<file path="config.mk">
export PLATFORM = sky130hd
export DESIGN_NAME = pwm_dimmer
export DESIGN_NICKNAME = d
export VERILOG_FILES = /design/src/rtl/pwm_dimmer_pkg.sv /design/src/rtl/pwm_tick_edge.sv /design/src/rtl/pwm_dimmer.sv
export SDC_FILE = /design/constraint.sdc
export NUM_CORES = 1
export LEC_CHECK = 0
export BUFFER_PORTS_ARGS = -buffer_cell sky130_fd_sc_hd__buf_2
export CORE_AREA = 2 2 63 65
export DETAILED_ROUTE_END_ITERATION = 12
export DIE_AREA = 0 0 65 67
export PLACE_DENSITY = 0.85
export SKIP_LAST_GASP = 1
export SLEW_MARGIN = 20
export SYNTH_ARGS = -nofsm -noshare
export SYNTH_HDL_FRONTEND = slang
export SYNTH_HIERARCHICAL = 1
export SYNTH_SLANG_ARGS = --single-unit
</file>
<file path="constraint.sdc">
create_clock -name i_clk_in -period 6.4 [get_ports i_clk_in]
set_input_delay 0.32 -clock i_clk_in [delete_from_list [all_inputs] [get_ports i_clk_in]]
set_output_delay 0.32 -clock i_clk_in [all_outputs]
set_load 0.01 [all_outputs]
</file>
<file path="src/rtl/pwm_dimmer_pkg.sv">
// Shared definitions for the display-brightness PWM dimmer.
package pwm_dimmer_pkg;

    // Fade FSM encoding
    localparam logic [1:0] ST_IDLE = 2'd0;
    localparam logic [1:0] ST_UP   = 2'd1;
    localparam logic [1:0] ST_DOWN = 2'd2;

    // clk_in cycles between clk_pwm rising edges from the upstream divider
    localparam int TICK_PERIOD = 64;

endpackage

</file>
<file path="src/rtl/pwm_tick_edge.sv">
// One-register rising-edge detector for divider outputs sampled in the
// clk_in domain (the source is already a register in this domain, so no
// synchroniser is needed).
module pwm_tick_edge
    import pwm_dimmer_pkg::*;
(
    input  logic i_clk,
    input  logic i_rst,
    input  logic i_sig,
    output logic o_tick
);

    logic r_q;

    // Remember the previous sample of the divider output
    always_ff @(posedge i_clk or posedge i_rst) begin
        if (i_rst) begin
            r_q <= 1'b0;
        end else begin
            r_q <= i_sig;
        end
    end

    assign o_tick = i_sig & ~r_q;

endmodule

</file>
<file path="src/rtl/pwm_dimmer.sv">
// Display-brightness PWM with linear fade toward a software target.
//
//   state   | meaning
//   --------+-------------------------------------------
//   IDLE    | level == target_reg, no fade in progress
//   UP      | level <  target_reg, stepping +1
//   DOWN    | level >  target_reg, stepping -1
//
// level only moves on the period boundary, so the duty of a running PWM
// period is never altered.
module pwm_dimmer
    import pwm_dimmer_pkg::*;
#(
    parameter int WIDTH    = 8,
    parameter int FADE_DIV = 16
) (
    input  logic             i_clk_in,
    input  logic             i_reset,
    input  logic             i_clk_pwm,
    input  logic             i_enable,
    input  logic [WIDTH-1:0] i_target,
    input  logic             i_target_load,
    output logic             o_pwm_out,
    output logic [WIDTH-1:0] o_level,
    output logic             o_fading,
    output logic             o_fade_done
);

    localparam int             SC_W    = (FADE_DIV > 1) ? $clog2(FADE_DIV) : 1;
    localparam logic [SC_W-1:0] SC_LAST = SC_W'(FADE_DIV - 1);

    logic             w_tick;
    logic             w_pb;
    logic [WIDTH-1:0] w_level_step;
    logic [1:0]       w_load_state;

    logic [WIDTH-1:0] r_pwm_cnt;
    logic             r_pwm_out;
    logic [WIDTH-1:0] r_level;
    logic [WIDTH-1:0] r_target;
    logic [SC_W-1:0]  r_step_cnt;
    logic [1:0]       r_state;
    logic             r_fade_done;

    pwm_tick_edge u_tick (
        .i_clk  (i_clk_in),
        .i_rst  (i_reset),
        .i_sig  (i_clk_pwm),
        .o_tick (w_tick)
    );

    assign w_pb = w_tick & i_enable & (r_pwm_cnt == '1);

    // Candidate next level for the current fade direction
    always_comb begin
        w_level_step = r_level;
        if (r_state == ST_UP) begin
            w_level_step = r_level + WIDTH'(1);
        end else if (r_state == ST_DOWN) begin
            w_level_step = r_level - WIDTH'(1);
        end
    end

    // Direction chosen when a new target is loaded against the current level
    always_comb begin
        w_load_state = ST_IDLE;
        if (i_target > r_level) begin
            w_load_state = ST_UP;
        end else if (i_target < r_level) begin
            w_load_state = ST_DOWN;
        end
    end

    // PWM period counter and registered compare output
    always_ff @(posedge i_clk_in or posedge i_reset) begin
        if (i_reset) begin
            r_pwm_cnt <= '0;
            r_pwm_out <= 1'b0;
        end else begin
            if (w_tick && i_enable) begin
                r_pwm_cnt <= r_pwm_cnt + WIDTH'(1);
            end
            r_pwm_out <= i_enable & (r_pwm_cnt < r_level);
        end
    end

    // Fade FSM: target capture has priority over a coincident boundary step
    always_ff @(posedge i_clk_in or posedge i_reset) begin
        if (i_reset) begin
            r_state     <= ST_IDLE;
            r_level     <= '0;
            r_target    <= '0;
            r_step_cnt  <= '0;
            r_fade_done <= 1'b0;
        end else begin
            r_fade_done <= 1'b0;
            if (i_target_load) begin
                r_target   <= i_target;
                r_step_cnt <= '0;
                r_state    <= w_load_state;
                if (w_load_state == ST_IDLE) begin
                    r_fade_done <= 1'b1;
                end
            end else if (w_pb && (r_state != ST_IDLE)) begin
                if (r_step_cnt == SC_LAST) begin
                    r_step_cnt <= '0;
                    r_level    <= w_level_step;
                    if (w_level_step == r_target) begin
                        r_state     <= ST_IDLE;
                        r_fade_done <= 1'b1;
                    end
                end else begin
                    r_step_cnt <= r_step_cnt + SC_W'(1);
                end
            end
        end
    end

    assign o_pwm_out   = r_pwm_out;
    assign o_level     = r_level;
    assign o_fading    = (r_state != ST_IDLE);
    assign o_fade_done = r_fade_done;

endmodule

</file>
==> summary.txt, run 1 <==
Post-synth top flop = dfrtp_1
Peak supply drop = 0.146 mV
FF+latch area = 826 sq um
Slack of the worst reg-to-reg path = 3890 ps
Area growth, synth to finish = 11.5%
Slew Viols, Final = 0
CTS tree = yes
Share of cells above drive strength 1 = 0.201
Register area share after synthesis = 0.388
Crit Path Class = reg2reg
Worst path slowest cell = dfrtp_1
Syn Inst Count = 211
Post-route cell area = 2370 sq um
Reg-to-Reg End = o_fade_done
Crit-path max cell delay = 530 ps
Arrival @ worst endpoint = 2690 ps
Final setup viols = 0
Power Total = 0.526 mW
Synth area leaders = dfrtp_1 (39%), ha_1 (11%), xnor2_1 (8.6%)
RSZ-0062 raised after global routing = false
Final net count = 266
Critical Path Stages = 8
Yosys cell types = 44
Post-route ant nets = 0
Post-synth EDFFs = 0
GRT Overall Usage = 0.236
Worst Setup End Kind = flip-flop
Fin Setup TNS = 0 ps
Hold Path Class = in2reg
Ys async rst share = 1.00
Cell Count, Final, Fillers Out = 282
Setup Skew = 4.56 ps
Clock Tree Buf Depth = 2
Min-Delay Path Depth = 1
Crit path max fanout = 9
Cell count after placement = 274
Post-DP HPWL = 3.19 mm
First-pass GRT wire length = 7.45 mm
Mapped Avg Cell Area = 10.1 sq um
Chip height = 67 microns
Run status = finished clean
N_diodes = 0
DR iter-0 viols = 79
Min-delay src = i_clk_pwm
CTS clock-pin slew for the worst setup and hold paths = 60 ps
Core area = 3610 sq um
Fin crit share = 0.392
Num rows = 22
Post-cts sizing count = 0
Area after DPL = 2280 sq um
Grt ovf = 0
Reg-to-reg critical path startpoint = o_level[0]
First-pass iteration count of the detailed router = 4
Buf/Inv on CP = 1
Synth Warn # = 6
Drt total wl = 4.34 mm
Final Util = 0.659
Post-synth top cells = dfrtp_1 (33), xnor2_1 (21), ha_1 (19)
Number of top-level pins = 24
Count leader, synth = dfrtp_1
Final Hold Vio Count = 0
FILL cells = 287
Die X = 65 microns
Synth Register Bits = 33
Initial Util = 0.591
Clk Latency, worst-skew pair = 290 ps
Max cap viols = 0
Leading area contributor after synthesis = dfrtp_1
Slew margin rel. = 0.730
Crit path time final = 2510 ps
Worst-Margin Slew = 405 ps
Hold path endpoint = u_tick/r_q
Req. time, crit path = 6580 ps
DIE AREA = 4360 sq um
Vias in the first global route = 1552
Routed len/inst = 15.4 microns
R2R cell count = 8
H-tree depth = 2
Clock root cell = clkbuf_8
Multi-input logic area = 1210 sq um
DRC viols = 0
CP Launch Type = flip-flop
Largest net degree at the start of global routing = 33
Syn_nets = 243
Gpl congestion = 0.886
Vias per inst = 5.68
Critical-path cell list = inv_1, ha_1, nor2b_1, a221oi_1, xor2_1, or3_1, or4_1, o41ai_1
Leakage = 1.09 nW
Share of the synthesized area in the top cell type = 0.388
Port bufs = 23
# clock sinks = 33
Initial antenna violation count = 0
Delay-heaviest family, CP = simple AND/OR/NAND/NOR gates
Power density cells = 222 nW/um^2
CTS Buf Count = 5
Fmax = 398 MHz
Vias = 1602
Cell area after synthesis = 2130 sq um
==> power by group <==
group,switching [mW],total (mW),internal (mW)
logic,0.0529,0.112,0.0589
clock network,0.0714,0.157,0.0852
registers,0.0281,0.258,0.230
==> per-layer routing <==
metal	share of wire	GRT usage	vias to the layer above
met4	0.019	0.104	0
li1	-	-	779
met1	0.46	0.302	777
met5	0	0	-
met3	0.046	0.0574	7
met2	0.48	0.379	39
==> state kept, by name, indices dropped and copies added, names as in the netlist <==
name         count
r_pwm_cnt        8
r_state          2
r_target         8
o_fade_done      1
u_tick/r_q       1
o_level          8
o_pwm_out        1
r_step_cnt       4
==> metrics by stage <==
| stage | hold WS, ps | worst slack, ps |
|---|---|---|
| after floorplan | 48.7 | 4040 |
| after global placement | 163 | 4010 |
| after CTS | 152 | 3880 |
| final | 155 | 3890 |
| after global routing | 148 | 3690 |
| after detailed placement | 169 | 3900 |
==> cell type report <==
class	instances	share of cell area
Clock buffer	7	0.0364
Inverter	16	0.0253
Multi-Input combinational cell	153	0.509
Sequential cell	33	0.348
Tap cell	48	0.0253
Timing Repair Buffer	25	0.0558
==> logic make-up after synthesis <==
group / share of synthesized area
muxes: 0.0682
buffers and inverters: 0.0441
adders and majority gates: 0.112
and+or+nand+nor: 0.175
xor gates and xnor gates: 0.119
AOI/OAI and AO/OA: 0.0940
DFF: 0.388
==> cell usage in the layout, fill, tap and decap left out, types with 4 or more instances in the layout <==
cell	synthesis	layout
clkbuf_8	0	6
nand4_1	5	5
or3_1	6	6
nand3_1	7	7
or2_2	4	4
a21oi_1	6	6
inv_1	16	16
buf_2	0	23
nand2_1	12	12
xnor2_1	21	21
dfrtp_1	33	33
xor2_1	8	8
o21ai_0	4	4
nor2_1	6	6
ha_1	19	19
mux2_2	9	9
==> worst max-delay path by stage <==
stage	from	end	slack, ps
detailed placement	o_level[0]	o_fade_done	3900
global placement	o_level[0]	o_fade_done	4010
global route	o_level[0]	o_fade_done	3690
floorplan	o_level[0]	o_fade_done	4040
CTS	o_level[0]	o_fade_done	3880
finish	o_level[0]	o_fade_done	3890
==> timing repair <==
| item | CTS | global route |
|---|---|---|
| hold endpoints to repair | 1 | 0 |
| setup buffers | 0 | 0 |
| hold buffers | 1 | 0 |
Power figures use the tool's default switching activity.
==> run 2: changes to the inputs <==
--- a/config.mk
+++ b/config.mk
@@ -6,10 +6,10 @@
 export NUM_CORES = 1
 export LEC_CHECK = 0
 export BUFFER_PORTS_ARGS = -buffer_cell sky130_fd_sc_hd__buf_2
-export CORE_AREA = 2 2 63 65
+export CORE_AREA = 2 2 67 69
 export DETAILED_ROUTE_END_ITERATION = 12
-export DIE_AREA = 0 0 65 67
-export PLACE_DENSITY = 0.85
+export DIE_AREA = 0 0 69 71
+export PLACE_DENSITY = 0.8
 export SKIP_LAST_GASP = 1
 export SLEW_MARGIN = 20
 export SYNTH_ARGS = -nofsm -noshare
==> constraint.sdc (replaced) <==
create_clock -name i_clk_in -period 2.3 [get_ports i_clk_in]
set_input_delay 0.115 -clock i_clk_in [delete_from_list [all_inputs] [get_ports i_clk_in]]
set_output_delay 0.115 -clock i_clk_in [all_outputs]
set_load 0.01 [all_outputs]
==> summary.txt, run 2 (synthesized netlist as in run 1, its figures left out) <==
Post-DP HPWL = 3.44 mm (+7.8%)
Crit path time final = 2230 ps (-286 ps)
Clock Tree Buf Depth = 2 (unchanged)
Pre-CTS worst setup slack = 21.6 ps (-3880 ps)
First-pass GRT wire length = 7.60 mm (+2.0%)
Cell Count, Final, Fillers Out = 307 (+8.9%)
Gpl congestion = 0.879 (-0.82%)
Drt total wl = 4.55 mm (+4.9%)
Worst Setup End Kind = flip-flop
Final net count = 286 (+7.5%)
Setup Skew = 5.48 ps (+0.915 ps)
Num rows = 24 (+9.1%)
Fin Setup TNS = 0 ps (unchanged)
Crit Path Class = reg2reg
Req. time, crit path = 2490 ps (-4090 ps)
Most frequent cells in the layout = dfrtp_1 (31), buf_2 (23), xnor2_1 (20), buf_4 (20), ha_1 (19)
FILL cells = 364 (+27%)
DIE AREA = 4900 sq um (+12%)
Crit path max fanout = 3 (-6)
Port bufs = 23 (unchanged)
Routed len/inst = 14.8 microns (-3.6%)
Chip height = 71 microns (+6.0%)
Post-route cell area = 2550 sq um (+7.4%)
Hold Path Class = in2reg
Initial Util = 0.507 (-0.0840)
Run status = finished clean
Combinational power share = 0.281 (+0.069)
CTS clock-pin slew for the worst setup and hold paths = 70 ps (about the same)
Clock root cell = clkbuf_8
Slew Viols, Final = 0 (unchanged)
Vias per inst = 5.46 (-4.0%)
Power density cells = 600 nW/um^2 (+170%)
Switching part of the total power = 0.292 (+0.00244)
Grt ovf = 0 (unchanged)
First-pass iteration count of the detailed router = 5 (+1)
Part of the power in the clock network = 0.274 (-0.024)
Setup ws final = 73.9 ps (-3810 ps)
Fin crit share = 0.968 (+0.575)
Fmax = 449 MHz (+13%)
Area growth, synth to finish = 19.8%
GRT Overall Usage = 0.198 (-0.0380)
Number of top-level pins = 24 (unchanged)
DRC viols = 0 (unchanged)
Die X = 69 microns (+6.2%)
H-tree depth = 2 (unchanged)
Most common cell after layout, fill and taps aside = dfrtp_1
Clk Latency, worst-skew pair = 290 ps (about the same)
Final setup viols = 0 (unchanged)
Cell count after placement = 296 (+8.0%)
Leakage = 1.19 nW (+9.2%)
R2R cell count = 8 (unchanged)
Sw power = 0.447 mW (+190%)
Post-route ant nets = 0 (unchanged)
Arrival @ worst endpoint = 2410 ps (-280 ps)
CTS tree = yes
Peak supply drop = 0.426 mV (+190%)
Core area = 4200 sq um (+17%)
Final Hold Vio Count = 0 (unchanged)
Largest net degree at the start of global routing = 33 (unchanged)
DR iter-0 viols = 78 (-1.3%)
CP Launch Type = flip-flop
Int Pwr = 1.08 mW (+190%)
Initial antenna violation count = 0 (unchanged)
Area after DPL = 2420 sq um (+6.3%)
Max cap viols = 0 (unchanged)
Slew margin rel. = 0.715 (-0.0150)
N_diodes = 0 (unchanged)
Part of the power in registers = 0.446 (-0.044)
Share of cells above drive strength 1 = 0.271 (+0.0697)
CTS Buf Count = 5 (unchanged)
Min-Delay Path Depth = 2 (+1)
Worst-Margin Slew = 428 ps (+22.5 ps)
Vias = 1675 (+4.6%)
Vias in the first global route = 1637 (+5.5%)
# clock sinks = 33 (unchanged)
-- run 2: repair_timing --
item                                    4_1_cts  5_1_grt
gates resized for setup                       0        3
setup buffers                                 0        1
endpoints found under the setup margin        0        3
endpoints found under the hold margin        34        0
hold buffers                                  2        0
-- run 2: worst max-delay path: stages (launching register included) --
cell	delay, ps
dfrtp_2	420
inv_1	90
ha_1	260
nor3b_1	290
a221oi_2	70
xor2_1	150
or3_1	390
or4_1	400
o41ai_1	70
-- run 2: per-stage QoR --
step	hold slack, ps	utilization	power [mW]
3_5_place_dp	-37.2	0.576	1.11
3_3_place_gp	-38.0	0.576	1.09
4_1_cts	74.3	0.600	1.54
2_1_floorplan	-156	-	0.944
5_1_grt	85.8	0.607	1.62
6_report	85.5	0.607	1.53
-- run 2: path summary, 6_finish.rpt --
path                               from            to  slack, ps
min in group asynchronous       i_reset    u_tick/r_q        210
min reg2reg                r_pwm_cnt[5]  r_pwm_cnt[5]        510
min                         i_target[3]   r_target[3]         90
max reg2reg                  o_level[1]   o_fade_done         70
max                          o_level[1]   o_fade_done         70
max in group asynchronous       i_reset    o_level[1]       1500
-- run 2: area by class of cell --
type                            instances  area (sq um)  share of cell area
Clock buffer                            8          80.1              0.0314
Inverter                               16          60.1              0.0235
Multi-Input combinational cell        153          1230               0.483
Sequential cell                        33           828               0.325
Tap cell                               52          65.1              0.0255
Timing Repair Buffer                   45           285               0.112
-- run 2: power groups by stage --
stage               sequential [mW]  combinational (mW)  clock [mW]
floorplan                     0.700               0.244           0
global placement              0.689               0.396           0
detailed placement            0.692               0.415           0
CTS                           0.681               0.421       0.435
global route                  0.688               0.483       0.452
finish                        0.682               0.430       0.419
-- run 2: metal layers --
metal	vias up	part of all wire	GRT usage
met1	806	0.46	0.264
li1	822	-	-
met5	-	0	0
met3	10	0.031	0.0456
met2	37	0.47	0.304
met4	0	0.030	0.100
==> run 3: changes to the inputs <==
--- a/config.mk
+++ b/config.mk
@@ -5,10 +5,10 @@
 export SDC_FILE = /design/constraint.sdc
 export NUM_CORES = 1
 export LEC_CHECK = 0
-export BUFFER_PORTS_ARGS = -buffer_cell sky130_fd_sc_hd__buf_2
-export CORE_AREA = 2 2 67 69
+export CORE_AREA = 2 2 63 65
 export DETAILED_ROUTE_END_ITERATION = 12
-export DIE_AREA = 0 0 69 71
+export DIE_AREA = 0 0 65 67
+export DONT_BUFFER_PORTS = 1
 export PLACE_DENSITY = 0.8
 export SKIP_LAST_GASP = 1
 export SLEW_MARGIN = 20
==> constraint.sdc (replaced) <==
create_clock -name i_clk_in -period 2.22 [get_ports i_clk_in]
set_input_delay 0.111 -clock i_clk_in [delete_from_list [all_inputs] [get_ports i_clk_in]]
set_output_delay 0.111 -clock i_clk_in [all_outputs]
set_load 0.01 [all_outputs]
==> summary.txt, run 3 (synthesized netlist as in run 1, its figures left out) <==
Worst Setup End Kind = flip-flop
Max cap viols = 0 (unchanged)
Clock Tree Buf Depth = 2 (unchanged)
H-tree depth = 2 (unchanged)
Leakage = 1.19 nW (-0.23%)
CP Launch Type = flip-flop
Setup Skew = 4.40 ps (-1.07 ps)
Slack of the worst reg-to-reg path = -30 ps (-110 ps)
Fin crit share = 1.02 (+0.0472)
Gpl congestion = 0.845 (-3.9%)
RSZ-0062 raised after global routing = true
Area growth, synth to finish = 26.1%
Worst-Margin Slew = 610 ps (+182 ps)
Crit path max fanout = 4 (+1)
Peak supply drop = 0.555 mV (+30%)
Final net count = 280 (-2.1%)
Most frequent cells in the layout = dfrtp_1 (30), buf_4 (25), xnor2_1 (20)
Hold path endpoint = o_fade_done
Routed len/inst = 16.9 microns (+14%)
DRC viols = 0 (unchanged)
Crit path time final = 2250 ps (+27.5 ps)
FILL cells = 247 (-32%)
Post-route ant nets = 0 (unchanged)
Failing checks = negative hold slack, negative setup slack
Fmax = 444 MHz (-1.2%)
Final setup viols = 1 (+1)
Slew margin rel. = 0.592 (-0.123)
Crit Path Class = reg2reg
Reg-to-Reg End = o_fade_done
FF+latch area = 830 sq um (+0.15%)
First-pass GRT wire length = 8.36 mm (+9.9%)
Hold WS = -2.70 ps (-88.2 ps)
Multi-input logic area = 1310 sq um (+5.9%)
Number of top-level pins = 24 (unchanged)
R2R cell count = 6 (-2)
Post-DP HPWL = 3.57 mm (+3.8%)
DIE AREA = 4360 sq um (-11%)
Min-delay src = i_target_load
Run status = finished with violations
# clock sinks = 33 (unchanged)
CTS Buf Count = 5 (unchanged)
Vias in the first global route = 1829 (+12%)
Clock root cell = clkbuf_8
Chip height = 67 microns (-5.6%)
Reg-to-reg critical path startpoint = o_level[1]
Clk Latency, worst-skew pair = 300 ps (about the same)
Pre-CTS worst setup slack = -54.3 ps (-75.9 ps)
Largest net degree at the start of global routing = 19 (-42%)
Most common cell after layout, fill and taps aside = dfrtp_1
Slew Viols, Final = 0 (unchanged)
N_diodes = 0 (unchanged)
Setup ws final = -33.6 ps (-107 ps)
Num rows = 22 (-8.3%)
Drt total wl = 5.03 mm (+10%)
Grt ovf = 0 (unchanged)
Core area = 3610 sq um (-14%)
Power Total = 1.71 mW (+11%)
Die X = 65 microns (-5.8%)
CTS tree = yes
Port bufs = 0 (-100%)
Share of cells above drive strength 1 = 0.273 (+0.00250)
GRT Overall Usage = 0.260 (+0.0625)
Vias = 1700 (+1.5%)
Arrival @ worst endpoint = 2450 ps (+40 ps)
First-pass iteration count of the detailed router = 4 (-1)
Power density cells = 636 nW/um^2 (+5.9%)
Final Hold Vio Count = 1 (+1)
Vias per inst = 5.72 (+4.9%)
Initial Util = 0.591 (+0.0840)
Hold Path Class = in2reg
Initial antenna violation count = 0 (unchanged)
Min-Delay Path Depth = 2 (unchanged)
CTS clock-pin slew for the worst setup and hold paths = 70 ps (about the same)
DR iter-0 viols = 99 (+27%)
Req. time, crit path = 2420 ps (-70 ps)
run 3: power breakdown:
group | switching (mW) | internal, mW | total, mW
combinational | 0.219 | 0.258 | 0.478
sequential | 0.0514 | 0.662 | 0.714
clock | 0.235 | 0.280 | 0.515
run 3: worst max-delay path by stage:
stage | from | slack [ps] | end | cells past startpoint
after floorplan | o_level[2] | 10 | o_fade_done | 7
after global placement | r_state[1] | -20 | o_fade_done | 7
after detailed placement | r_pwm_cnt[0] | -50 | o_fade_done | 7
after CTS | r_pwm_cnt[0] | -20 | o_fade_done | 7
after global routing | o_level[1] | -100 | o_fade_done | 6
final | o_level[1] | -30 | o_fade_done | 6
run 3: layout make-up:
type,instances,area share
timing repair buffer,39,0.123
clock buffer,7,0.0359
sequential,33,0.309
clock inverter,1,0.00186
tap,48,0.0224
multi-input combinational,153,0.486
inverter,16,0.0224
run 3: critical path: stages, from the launching register on:
cell and delay, ps:
dfrtp_2 440, or4b_4 570, o22ai_4 180, xnor2_1 100, or3_4 370, or4_4 420, o41ai_1 70
run 3: through the flow:
step | setup TNS (ps) | hold slack, ps | util | area [sq um] | instances
finish | -33.6 | -2.70 | 0.745 | 2690 | 297
global route | -152 | 8.68 | 0.745 | 2690 | 297
CTS | -15.1 | 0.202 | 0.723 | 2610 | 295
detailed placement | -54.3 | -157 | 0.648 | 2340 | 271
global placement | -18.4 | -158 | 0.648 | 2340 | 271
floorplan | 0 | -160 | - | 2150 | 211
run 3: repair_timing:
item | 4_1_cts | 5_1_grt
setup buffers | 3 | 2
pin swaps | 3 | 8
hold buffers | 13 | 0
resized for setup | 3 | 12
hold endpoints to repair | 31 | 0
endpoints found under the setup margin | 2 | 3
run 3: routing by layer:
layer | share of wire | GRT usage | up-vias
met5 | 0 | 0 | -
met3 | 0.057 | 0.0659 | 18
met4 | 0.041 | 0.141 | 0
met1 | 0.41 | 0.305 | 822
met2 | 0.49 | 0.438 | 48
li1 | - | - | 812
